### config.mk
export PLATFORM = sky130hd
export DESIGN_NAME = siu_addr_sched
export DESIGN_NICKNAME = d
export VERILOG_FILES = /design/src/rtl/siu_addr_sched.sv
export SDC_FILE = /design/constraint.sdc
export NUM_CORES = 1
export LEC_CHECK = 0
export ABC_AREA = 0
export CAP_MARGIN = 25
export CORE_MARGIN = 3
export CORE_UTILIZATION = 70
export CTS_CLUSTER_DIAMETER = 30
export DETAILED_ROUTE_END_ITERATION = 12
export DONT_BUFFER_PORTS = 1
export GPL_ROUTABILITY_DRIVEN = 0
export GPL_TIMING_DRIVEN = 1
export MAX_ROUTING_LAYER = met4
export PLACE_DENSITY = 0.86
export SLEW_MARGIN = 20
export SYNTH_ARGS = -nofsm -noshare
export SYNTH_HDL_FRONTEND = slang
export SYNTH_SLANG_ARGS = --single-unit
### constraint.sdc
create_clock -name clk -period 5.4 [get_ports clk]
set_input_delay 0.81 -clock clk [delete_from_list [all_inputs] [get_ports clk]]
set_output_delay 0.81 -clock clk [all_outputs]
set_load 0.01 [all_outputs]
### src/rtl/siu_addr_sched.sv
// Round-robin scheduler: picks one of NREQ requesters, converts its signed-offset
// address (optional two's-complement negation) and issues it to the synapse memory.
module siu_addr_sched #(
  parameter int NREQ = 4,
  parameter int AW   = 9,
  parameter int IDW  = 2
) (
  input  logic                 clk,
  input  logic                 rst,
  input  logic [NREQ-1:0]      req_valid,
  input  logic [NREQ*AW-1:0]   req_addr,
  input  logic [NREQ-1:0]      req_sign,
  output logic [NREQ-1:0]      req_ready,
  output logic                 mem_valid,
  output logic [AW-1:0]        mem_addr,
  output logic [IDW-1:0]       mem_id,
  input  logic                 mem_ready,
  output logic                 busy,
  output logic                 o_dbg_state,
  output logic [IDW-1:0]       o_dbg_rr_ptr
);

  // Handshakes: a transfer happens on a rising edge where valid & ready are both 1.
  // Requesters hold valid/addr/sign until ready; mem_addr/mem_id are held while
  // mem_valid=1 and mem_ready=0.
  typedef enum logic {IDLE = 1'b0, ISSUE = 1'b1} state_t;

  state_t           r_state;
  state_t           w_state_nxt;
  logic [IDW-1:0]   r_rr_ptr;
  logic             r_mem_valid;
  logic [AW-1:0]    r_mem_addr;
  logic [IDW-1:0]   r_mem_id;

  logic             w_found;
  logic [IDW-1:0]   w_grant;
  logic [AW-1:0]    w_sel_addr;
  logic             w_sel_sign;
  logic             w_can_accept;
  logic             w_accept;
  logic [AW-1:0]    w_conv;
  logic [IDW-1:0]   w_rr_nxt;

  function automatic int wrap_idx(input int p, input int k);
    return (p + k) % NREQ;
  endfunction

  always_comb begin
    w_found    = 1'b0;
    w_grant    = '0;
    w_sel_addr = '0;
    w_sel_sign = 1'b0;
    for (int k = 0; k < NREQ; k++) begin
      if (!w_found && req_valid[wrap_idx(int'(r_rr_ptr), k)]) begin
        w_found    = 1'b1;
        w_grant    = IDW'(wrap_idx(int'(r_rr_ptr), k));
        w_sel_addr = req_addr[wrap_idx(int'(r_rr_ptr), k)*AW +: AW];
        w_sel_sign = req_sign[wrap_idx(int'(r_rr_ptr), k)];
      end
    end
  end

  // Reset masks acceptance so nothing is granted while rst is asserted.
  assign w_can_accept = !rst && ((r_state == IDLE) || mem_ready);
  assign w_accept     = w_can_accept && w_found;
  assign w_conv       = w_sel_sign ? (~w_sel_addr + 1'b1) : w_sel_addr;
  assign w_rr_nxt     = (w_grant == IDW'(NREQ - 1)) ? '0 : w_grant + 1'b1;

  always_comb begin
    req_ready = '0;
    for (int i = 0; i < NREQ; i++) begin
      req_ready[i] = w_accept && (w_grant == IDW'(i));
    end
  end

  always_comb begin
    w_state_nxt = r_state;
    case (r_state)
      IDLE:    if (w_accept) w_state_nxt = ISSUE;
      ISSUE:   if (mem_ready) w_state_nxt = w_accept ? ISSUE : IDLE;
      default: w_state_nxt = IDLE;
    endcase
  end

  always_ff @(posedge clk) begin
    if (rst) begin
      r_state     <= IDLE;
      r_rr_ptr    <= '0;
      r_mem_valid <= 1'b0;
      r_mem_addr  <= '0;
      r_mem_id    <= '0;
    end else begin
      r_state <= w_state_nxt;
      if (w_accept) begin
        r_mem_valid <= 1'b1;
        r_mem_addr  <= w_conv;
        r_mem_id    <= w_grant;
        r_rr_ptr    <= w_rr_nxt;
      end else if ((r_state == ISSUE) && mem_ready) begin
        r_mem_valid <= 1'b0;
      end
    end
  end

  assign mem_valid    = r_mem_valid;
  assign mem_addr     = r_mem_addr;
  assign mem_id       = r_mem_id;
  assign busy         = (r_state == ISSUE);
  assign o_dbg_state  = r_state;
  assign o_dbg_rr_ptr = r_rr_ptr;

endmodule
==> reports/results.md, run 1 <==
| Group | Parameter | This run |
|:---|:---|:---|
| finish | Top library cells by usage in the layout, fill and taps aside | sky130_fd_sc_hd__mux2i_1 (33), sky130_fd_sc_hd__o21ai_0 (21), sky130_fd_sc_hd__nand2_1 (21), sky130_fd_sc_hd__a21oi_1 (17), sky130_fd_sc_hd__nand3_1 (14) |
| global routing | Global router's overall resource usage | 31.2% |
| power and ir drop | Max rail drop VDD | 0.000156 V |
| yosys | Leading cell types by total area after synthesis | sky130_fd_sc_hd__mux2i_1 (14%), sky130_fd_sc_hd__dfxtp_1 (12%), sky130_fd_sc_hd__mux4_2 (6.5%) |
| flow run | Count of max-cap constraint violations | 0 |
| detailed routing | ANT nets after route | 0 |
| global routing | Antenna violations before repair | 0 |
| floorplan | Die area | 4200 um^2 |
| floorplan | Initial Utilization | 76.1% |
| power and ir drop | Sequential fraction of design power | 31.6% |
| detailed routing | Number of optimization iterations in the first detailed-route pass | 5 |
| yosys | Async set-reset flop share out of synthesis | 0% |
| sta | Final Max Slew Viols | 0 |
| setup path | Arrival time worst endpoint | 3.04 ns |
| floorplan | Die width | 64.8 um |
| placed design | Cell area after placement | 2330 um^2 |
| floorplan | Number of placement rows | 20 |
| floorplan | Die Y | 64.8 um |
| yosys | Fraction of the mapped netlist area in adder cells | 2.59% |
| finish | Filler cell count in the final layout | 272 |
| placed design | PortBufs | 0 |
| clocking | Depth of the CTS H-tree | 1 |
| power and ir drop | Power consumption | 0.619 mW |
| setup path | Startpoint kind of the worst setup timing path | flip-flop |
| yosys | Avg Synthesized Cell Area | 8.09 um^2 |
| yosys | Xor and xnor fraction of the mapped netlist area | 2.17% |
| setup path | Critical path capture point type | output pin |
| sta | Slew margin rel. | 45.6% |
| global routing | Total gr overflow | 0 |
| floorplan | Ports placed on the boundary | 67 |
| power and ir drop | Power density over the cells | 263 nW/um^2 |
| sta | Max Clock Skew | 0.00162 ns |
| detailed routing | DRC violation count after routing | 0 |
| global routing | First-pass GRT wire length | 10.4 mm |
| detailed routing | Violation count after the first detailed-routing iteration | 231 |
| sta | Unrepaired setup endpoints after global routing | no |
| yosys | Mapped Area | 2420 um^2 |
| power and ir drop | Cell-internal power | 0.330 mW |
| sta | Sum of negative setup slack | 0 ns |
| finish | Layout cells sized above 1 | 12.6% |
| global routing | Vias in the first global route | 2274 |
| sta | Slew @ Worst Pin | 0.811 ns |
| power and ir drop | Combinational Power Share | 57.8% |
| yosys | Largest family of logic cells by synthesized area | compound AO/OA/AOI/OAI gates |
| floorplan | Area of the core | 3180 um^2 |
| clocking | Number of setup buffers added after CTS | 0 |
| finish | Commonest non-fill, non-tap cell in the layout | sky130_fd_sc_hd__mux2i_1 |
| sta | Hold violation count in the final report | 0 |
| yosys | Compound-Gate Fraction of Synth Area | 27.8% |
| finish | Utilization of the core after routing | 74.2% |
| sta | Final count of negative-setup-slack endpoints | 0 |
| clocking | Worst-Skew Late Latency | 0.29 ns |
| yosys | Share of the yosys chip area belonging to registers | 12.4% |
| finish | Finished Cell Area | 2360 um^2 |
| yosys | Dominant synthesized flop cell | sky130_fd_sc_hd__dfxtp_1 |
| yosys | Post-Syn Instances | 299 |
| detailed routing | Via count | 2341 |
| detailed routing | Post-detailed-route wirelength per cell | 19.1 um |
| finish | Net count of the finished layout | 331 |
| yosys | Synth Warn # | 0 |
| yosys | Post-synthesis cell type with the largest combined area | sky130_fd_sc_hd__mux2i_1 |
| placed design | DP HPWL | 4.62 mm |
| power and ir drop | Switching power total | 0.289 mW |
| sta | Post-route minimum period | 3.85 ns |
| finish | Synth-to-Final Area Change | -2.53% |
| detailed routing | Via-to-Cell Ratio | 7.27 |
| power and ir drop | Clock share of power | 10.7% |
| sta | Fmax achieved | 260 MHz |
| power and ir drop | Static leakage | 0.815 nW |
| yosys | Flip-flop and latch count after synthesis | 15 |
| clocking | Resized Gates After CTS | 0 |
| clocking | CTS tree | done |
| sta | Period Utilization, post-route | 71.2% |
| yosys | Number of different library cells in the post-synthesis netlist | 59 |
| yosys | Area share of the leading cell type in the synthesized netlist | 13.7% |
| yosys | Post-synth EDFFs | 0 |
| setup path | Crit path kind | reg -> out |
| outcome | Result of the run | finished clean |
| detailed routing | Routed Wire Length | 6.16 mm |
| global routing | Pin count of the biggest net entering global routing | 51 |
| setup path | Crit-path max FO | 31 |
| clocking | Number of buffers created by CTS | 3 |
| yosys | Synthesized-area fraction occupied by and/or/nand/nor cells | 22.0% |
| hold path | Path category of the worst min-delay check | reg -> reg |
| finish | Number of antenna diodes | 0 |
| clocking | Deepest clock path buffer count | 2 |
| power and ir drop | Fraction of power spent switching nets | 46.7% |
| clocking | Hold buffer count at cts | 0 |
| yosys | Proportion of synthesized area in mux cells | 24.8% |
| setup path | Req. time, crit path | 4.59 ns |
| yosys | Post-Synthesis Net Count | 351 |
| clocking | Root buffer cell | sky130_fd_sc_hd__clkbuf_4 |
| clocking | Clock-pin slew reported for the worst setup and hold paths after clock tree synthesis | 0.09 ns |
| clocking | CTS Sinks | 15 |
==> worst max-delay path: stages (launching register included) <==
cell and delay, ns:
sky130_fd_sc_hd__dfxtp_2 0.78, sky130_fd_sc_hd__inv_2 0.39, sky130_fd_sc_hd__mux2_4 0.45, sky130_fd_sc_hd__and2_1 0.18
sky130_fd_sc_hd__xnor2_1 0.15, sky130_fd_sc_hd__or2_2 0.32, sky130_fd_sc_hd__inv_1 0.08, sky130_fd_sc_hd__ha_1 0.17
sky130_fd_sc_hd__and3_1 0.22
==> Yosys cell counts, drive strengths merged, types with 2 or more instances <==
cell / n
o31ai: 2
o221ai: 13
mux4: 7
inv: 10
mux2i: 34
a311o: 4
a21oi: 17
a32oi: 3
dfxtp: 15
nor4: 3
nor2b: 5
a2111oi: 2
a2111o: 3
nand2b: 6
and2: 6
o21ai: 22
o22ai: 5
nor3: 5
o211ai: 2
mux2: 8
nand2: 21
nand3: 14
nor2: 13
or3: 2
xor2: 2
xnor2: 4
and3: 10
a211oi: 6
o21a: 3
nand4: 3
a31oi: 2
buf: 20
nor4b: 2
ha: 5
clkbuf: 7
==> worst paths after layout <==
check | start | slack, ns | end | depth (start not counted)
max | o_dbg_rr_ptr[0]$_SDFFE_PP0P_ | 1.55 | req_ready[3] | 8
min | mem_addr[5]$_SDFFE_PP0P_ | 0.51 | mem_addr[5]$_SDFFE_PP0P_ | 2
max reg2reg | o_dbg_rr_ptr[0]$_SDFFE_PP0P_ | 1.96 | mem_addr[4]$_SDFFE_PP0P_ | 10
min reg2reg | mem_addr[5]$_SDFFE_PP0P_ | 0.51 | mem_addr[5]$_SDFFE_PP0P_ | 2
==> flip-flops by register name, summed over array words and instances (netlist names) <==
register,count
mem_addr,9
mem_id,2
o_dbg_rr_ptr,2
busy,1
mem_valid,1
==> metrics by stage <==
step	hold WS (ns)	setup slack (ns)	instances
2_1_floorplan	0.481	1.95	299
3_3_place_gp	0.492	1.83	318
3_5_place_dp	0.499	1.72	318
4_1_cts	0.511	1.40	322
5_1_grt	0.557	1.30	322
6_report	0.507	1.55	322
==> power by group through the flow <==
| stage | sequential (mW) | clock, mW | combinational, mW |
|---|---|---|---|
| 6_report | 0.196 | 0.0660 | 0.358 |
| 5_1_grt | 0.203 | 0.0735 | 0.396 |
| 4_1_cts | 0.196 | 0.0665 | 0.352 |
| 3_5_place_dp | 0.200 | 0 | 0.352 |
| 3_3_place_gp | 0.198 | 0 | 0.342 |
| 2_1_floorplan | 0.169 | 0 | 0.335 |
==> cells by family (layout without fill, tap and decap cells) <==
group / after synthesis / count (layout)
AND/OR/NAND/NOR: 96 / 96
flip-flops: 15 / 15
adder cells (fa/ha/maj): 5 / 5
multiplexers: 49 / 49
buffers and inverters: 37 / 16
XOR/XNOR: 6 / 6
AO/OA/AOI/OAI: 91 / 91
==> metal layers <==
layer	track usage [%]	up-vias	wire length (um)
met3	5.89	14	589
li1	-	1114	-
met2	52.6	123	3040
met4	7.12	0	105
met1	38.7	1090	2420
met5	-	-	0
==> cell type report <==
class | instances | area [um^2] | share of cell area, %
repair buffers | 2 | 15.0 | 0.637
flip-flops and latches | 15 | 305 | 12.9
clock buffers | 4 | 26.3 | 1.11
multi-input cells | 247 | 1920 | 81.4
well taps | 44 | 55.1 | 2.33
inverters | 10 | 37.5 | 1.59
Power figures use the tool's default switching activity.
==> run 2, diff against run 1 <==
Settings changed: ABC_AREA 0 to 1, CORE_UTILIZATION 70 to 65, PLACE_DENSITY 0.86 to 0.81.
Clock period 5.4 ns to 3.71 ns, I/O delays scaled along.
==> reports/results.md, run 2 <==
| Group | Parameter | This run |
|:---|:---|:---|
| sta | Slew @ Worst Pin | 0.551 ns |
| clocking | Hold buffer count at cts | 0 |
| finish | Utilization of the core after routing | 67.5% |
| yosys | Compound-Gate Fraction of Synth Area | 19.0% |
| clocking | Clock-pin slew reported for the worst setup and hold paths after clock tree synthesis | 0.06 ns |
| setup path | Largest stage delay on the critical path | 0.41 ns |
| yosys | Cell with the most instances after synthesis | sky130_fd_sc_hd__nand2_1 |
| finish | Flip-flop count of the largest register after layout | 9 |
| placed design | Cell area after placement | 2480 um^2 |
| setup path | Crit path kind | reg -> out |
| yosys | Synth Warn # | 0 |
| setup path | Crit-path max FO | 33 |
| setup path | Critical path capture point type | output pin |
| clocking | CTS tree | done |
| yosys | Fraction of the mapped netlist area in adder cells | 2.44% |
| sta | Fmax achieved | 305 MHz |
| global routing | First-pass GRT wire length | 10.6 mm |
| setup path | Req. time, crit path | 3.15 ns |
| sta | Final Max Slew Viols | 0 |
| finish | Top library cells by usage in the layout, fill and taps aside | sky130_fd_sc_hd__nand2_1 (179), sky130_fd_sc_hd__inv_1 (46), sky130_fd_sc_hd__o21ai_0 (46), sky130_fd_sc_hd__nand3_1 (36) |
| clocking | Depth of the CTS H-tree | 1 |
| global routing | Global router's overall resource usage | 29.8% |
| finish | Synth-to-Final Area Change | -1.46% |
| yosys | Flip-flop and latch count after synthesis | 15 |
| yosys | Leading post-synthesis cells by instance count | sky130_fd_sc_hd__nand2_1 (179), sky130_fd_sc_hd__inv_1 (46), sky130_fd_sc_hd__o21ai_0 (46) |
| floorplan | Die Y | 68.8 um |
| clocking | Root buffer cell | sky130_fd_sc_hd__clkbuf_8 |
| global routing | Antenna violations before repair | 0 |
| yosys | Synthesized-area fraction occupied by and/or/nand/nor cells | 50.5% |
| clocking | Number of buffers created by CTS | 3 |
| finish | Commonest non-fill, non-tap cell in the layout | sky130_fd_sc_hd__nand2_1 |
| floorplan | Ports placed on the boundary | 67 |
| finish | Net count of the finished layout | 506 |
| yosys | Post-Synthesis Net Count | 520 |
| sta | Post-route minimum period | 3.27 ns |
| setup path | Cell mode on critical path | sky130_fd_sc_hd__nand2_2 |
| placed design | PortBufs | 0 |
| yosys | Async set-reset flop share out of synthesis | 0% |
| hold path | Path category of the worst min-delay check | in -> reg |
| yosys | Leading cell types by total area after synthesis | sky130_fd_sc_hd__nand2_1 (26%), sky130_fd_sc_hd__dfxtp_1 (12%), sky130_fd_sc_hd__o21ai_0 (9.0%) |
| setup path | Arrival time worst endpoint | 2.72 ns |
| clocking | CTS Sinks | 15 |
| clocking | Deepest clock path buffer count | 2 |
| power and ir drop | Static leakage | 1.34 nW |
| clocking | Worst-Skew Late Latency | 0.25 ns |
| detailed routing | DRC violation count after routing | 0 |
| sta | Final count of negative-setup-slack endpoints | 0 |
| finish | Number of antenna diodes | 0 |
| finish | Layout cells sized above 1 | 11.7% |
| detailed routing | Post-detailed-route wirelength per cell | 13.3 um |
| global routing | Total gr overflow | 0 |
| power and ir drop | Max rail drop VDD | 0.000351 V |
| sta | Period Utilization, post-route | 88.2% |
| floorplan | Die width | 68.8 um |
| floorplan | Die area | 4730 um^2 |
| detailed routing | ANT nets after route | 0 |
| detailed routing | Number of optimization iterations in the first detailed-route pass | 5 |
| setup path | Cell Chain, Critical Path | inv_2 > nand2_2 > nand2_2 > nand2_1 > nand2_2 > nor2_8 > nand2_2 > inv_2 > a21oi_1 > o21a_1 > inv_1 > ha_1 > inv_1 > nor2_1 |
| setup path | Startpoint kind of the worst setup timing path | flip-flop |
| yosys | Xor and xnor fraction of the mapped netlist area | 1.37% |
| placed design | DP HPWL | 5.13 mm |
| floorplan | Number of placement rows | 22 |
| global routing | Vias in the first global route | 2473 |
| floorplan | Initial Utilization | 68.5% |
| detailed routing | Via-to-Cell Ratio | 5.72 |
| yosys | Post-Syn Instances | 468 |
| global routing | Pin count of the biggest net entering global routing | 41 |
| floorplan | Area of the core | 3740 um^2 |
| sta | Unrepaired setup endpoints after global routing | no |
| yosys | Proportion of synthesized area in mux cells | 0% |
| yosys | Number of different library cells in the post-synthesis netlist | 34 |
| sta | Max Clock Skew | 0.00447 ns |
| detailed routing | Violation count after the first detailed-routing iteration | 233 |
| clocking | Number of setup buffers added after CTS | 0 |
| clocking | Resized Gates After CTS | 0 |
| yosys | Largest family of logic cells by synthesized area | simple AND/OR/NAND/NOR gates |
| yosys | Avg Synthesized Cell Area | 5.48 um^2 |
| yosys | Dominant synthesized flop cell | sky130_fd_sc_hd__dfxtp_1 |
| flow run | Count of max-cap constraint violations | 0 |
| sta | Hold violation count in the final report | 0 |
| detailed routing | Routed Wire Length | 6.69 mm |
| sta | Sum of negative setup slack | 0 ns |
| finish | Finished Cell Area | 2530 um^2 |
| setup path | Cell with the biggest individual delay on the critical path | sky130_fd_sc_hd__inv_2 |
| yosys | Post-synthesis cell type with the largest combined area | sky130_fd_sc_hd__nand2_1 |
| yosys | Post-synth EDFFs | 0 |
| detailed routing | Via count | 2868 |
| power and ir drop | Power density over the cells | 794 nW/um^2 |
| sta | Slew margin rel. | 63.2% |
| yosys | Mapped Area | 2560 um^2 |
| yosys | Area share of the leading cell type in the synthesized netlist | 26.2% |
| outcome | Result of the run | finished clean |
| yosys | Share of the yosys chip area belonging to registers | 11.7% |
## run 2: changes by cell type in the layout (fill, tap and decap cells not counted), sizes merged, moves of 8 or more
cell,previous run,this run
nand3,14,43
mux2i,34,0
o21ai,22,56
o221ai,13,1
inv,10,54
nor2,13,26
mux2,8,0
and3,10,0
nand2,21,198
## run 2: kinds of logic after synthesis
group | Yosys count
buffers and inverters | 77
AND/OR/NAND/NOR | 278
XOR/XNOR | 4
AO/OA/AOI/OAI | 89
flip-flops | 15
adder cells (fa/ha/maj) | 5
## run 2: final cells by class
class | count | area [um^2]
multi-input cells | 376 | 1880
fillers | 375 | 1220
well taps | 48 | 60.1
inverters | 54 | 208
repair buffers | 4 | 30.0
flip-flops and latches | 15 | 302
clock buffers | 3 | 41.3
clock inverters | 1 | 5.00
## run 2: per-layer routing
metal	up-vias	wire length (um)	part of all wire, %	track usage (%)
li1	1473	-	-	-
met1	1244	2890	43	38.3
met2	136	3010	45	46.1
met3	15	627	9.4	6.16
met4	0	157	2.3	10.9
met5	-	0	0	-
## run 2: stage by stage
stage               power, mW  std cells  hold WS (ns)  worst slack (ns)
floorplan                1.66        468         0.490              1.32
detailed placement       1.86        497         0.482             0.751
finish                   2.01        501         0.361             0.436
global route             2.23        501         0.360             0.214
global placement         1.83        497         0.477             0.837
CTS                      2.00        501         0.359             0.466
## run 2: final timing paths
check	to	depth (start not counted)	start	slack (ns)
worst max-delay path	req_ready[3]	14	o_dbg_rr_ptr[0]$_SDFFE_PP0P_	0.44
worst min-delay path	o_dbg_rr_ptr[0]$_SDFFE_PP0P_	1	rst	0.36
worst max register to register	mem_addr[8]$_SDFFE_PP0P_	19	o_dbg_rr_ptr[0]$_SDFFE_PP0P_	0.80
worst min register to register	o_dbg_rr_ptr[0]$_SDFFE_PP0P_	2	o_dbg_rr_ptr[0]$_SDFFE_PP0P_	0.49
## run 2: power breakdown
group / leakage, nW / switching (mW) / internal [mW]
Combinational: 1.19 / 1.06 / 0.503
Clock: 0.0255 / 0.0584 / 0.0744
Sequential: 0.126 / 0.0812 / 0.233
Total: 1.34 / 1.20 / 0.810
## run 2: worst max-delay path: cells and delay by family, from the launching register on
kind            cells  cell delay, ns
compound gates      2            0.34
fa+ha+maj           1            0.19
buf+inv             4            0.64
flops               1            0.33
simple gates        7            0.95
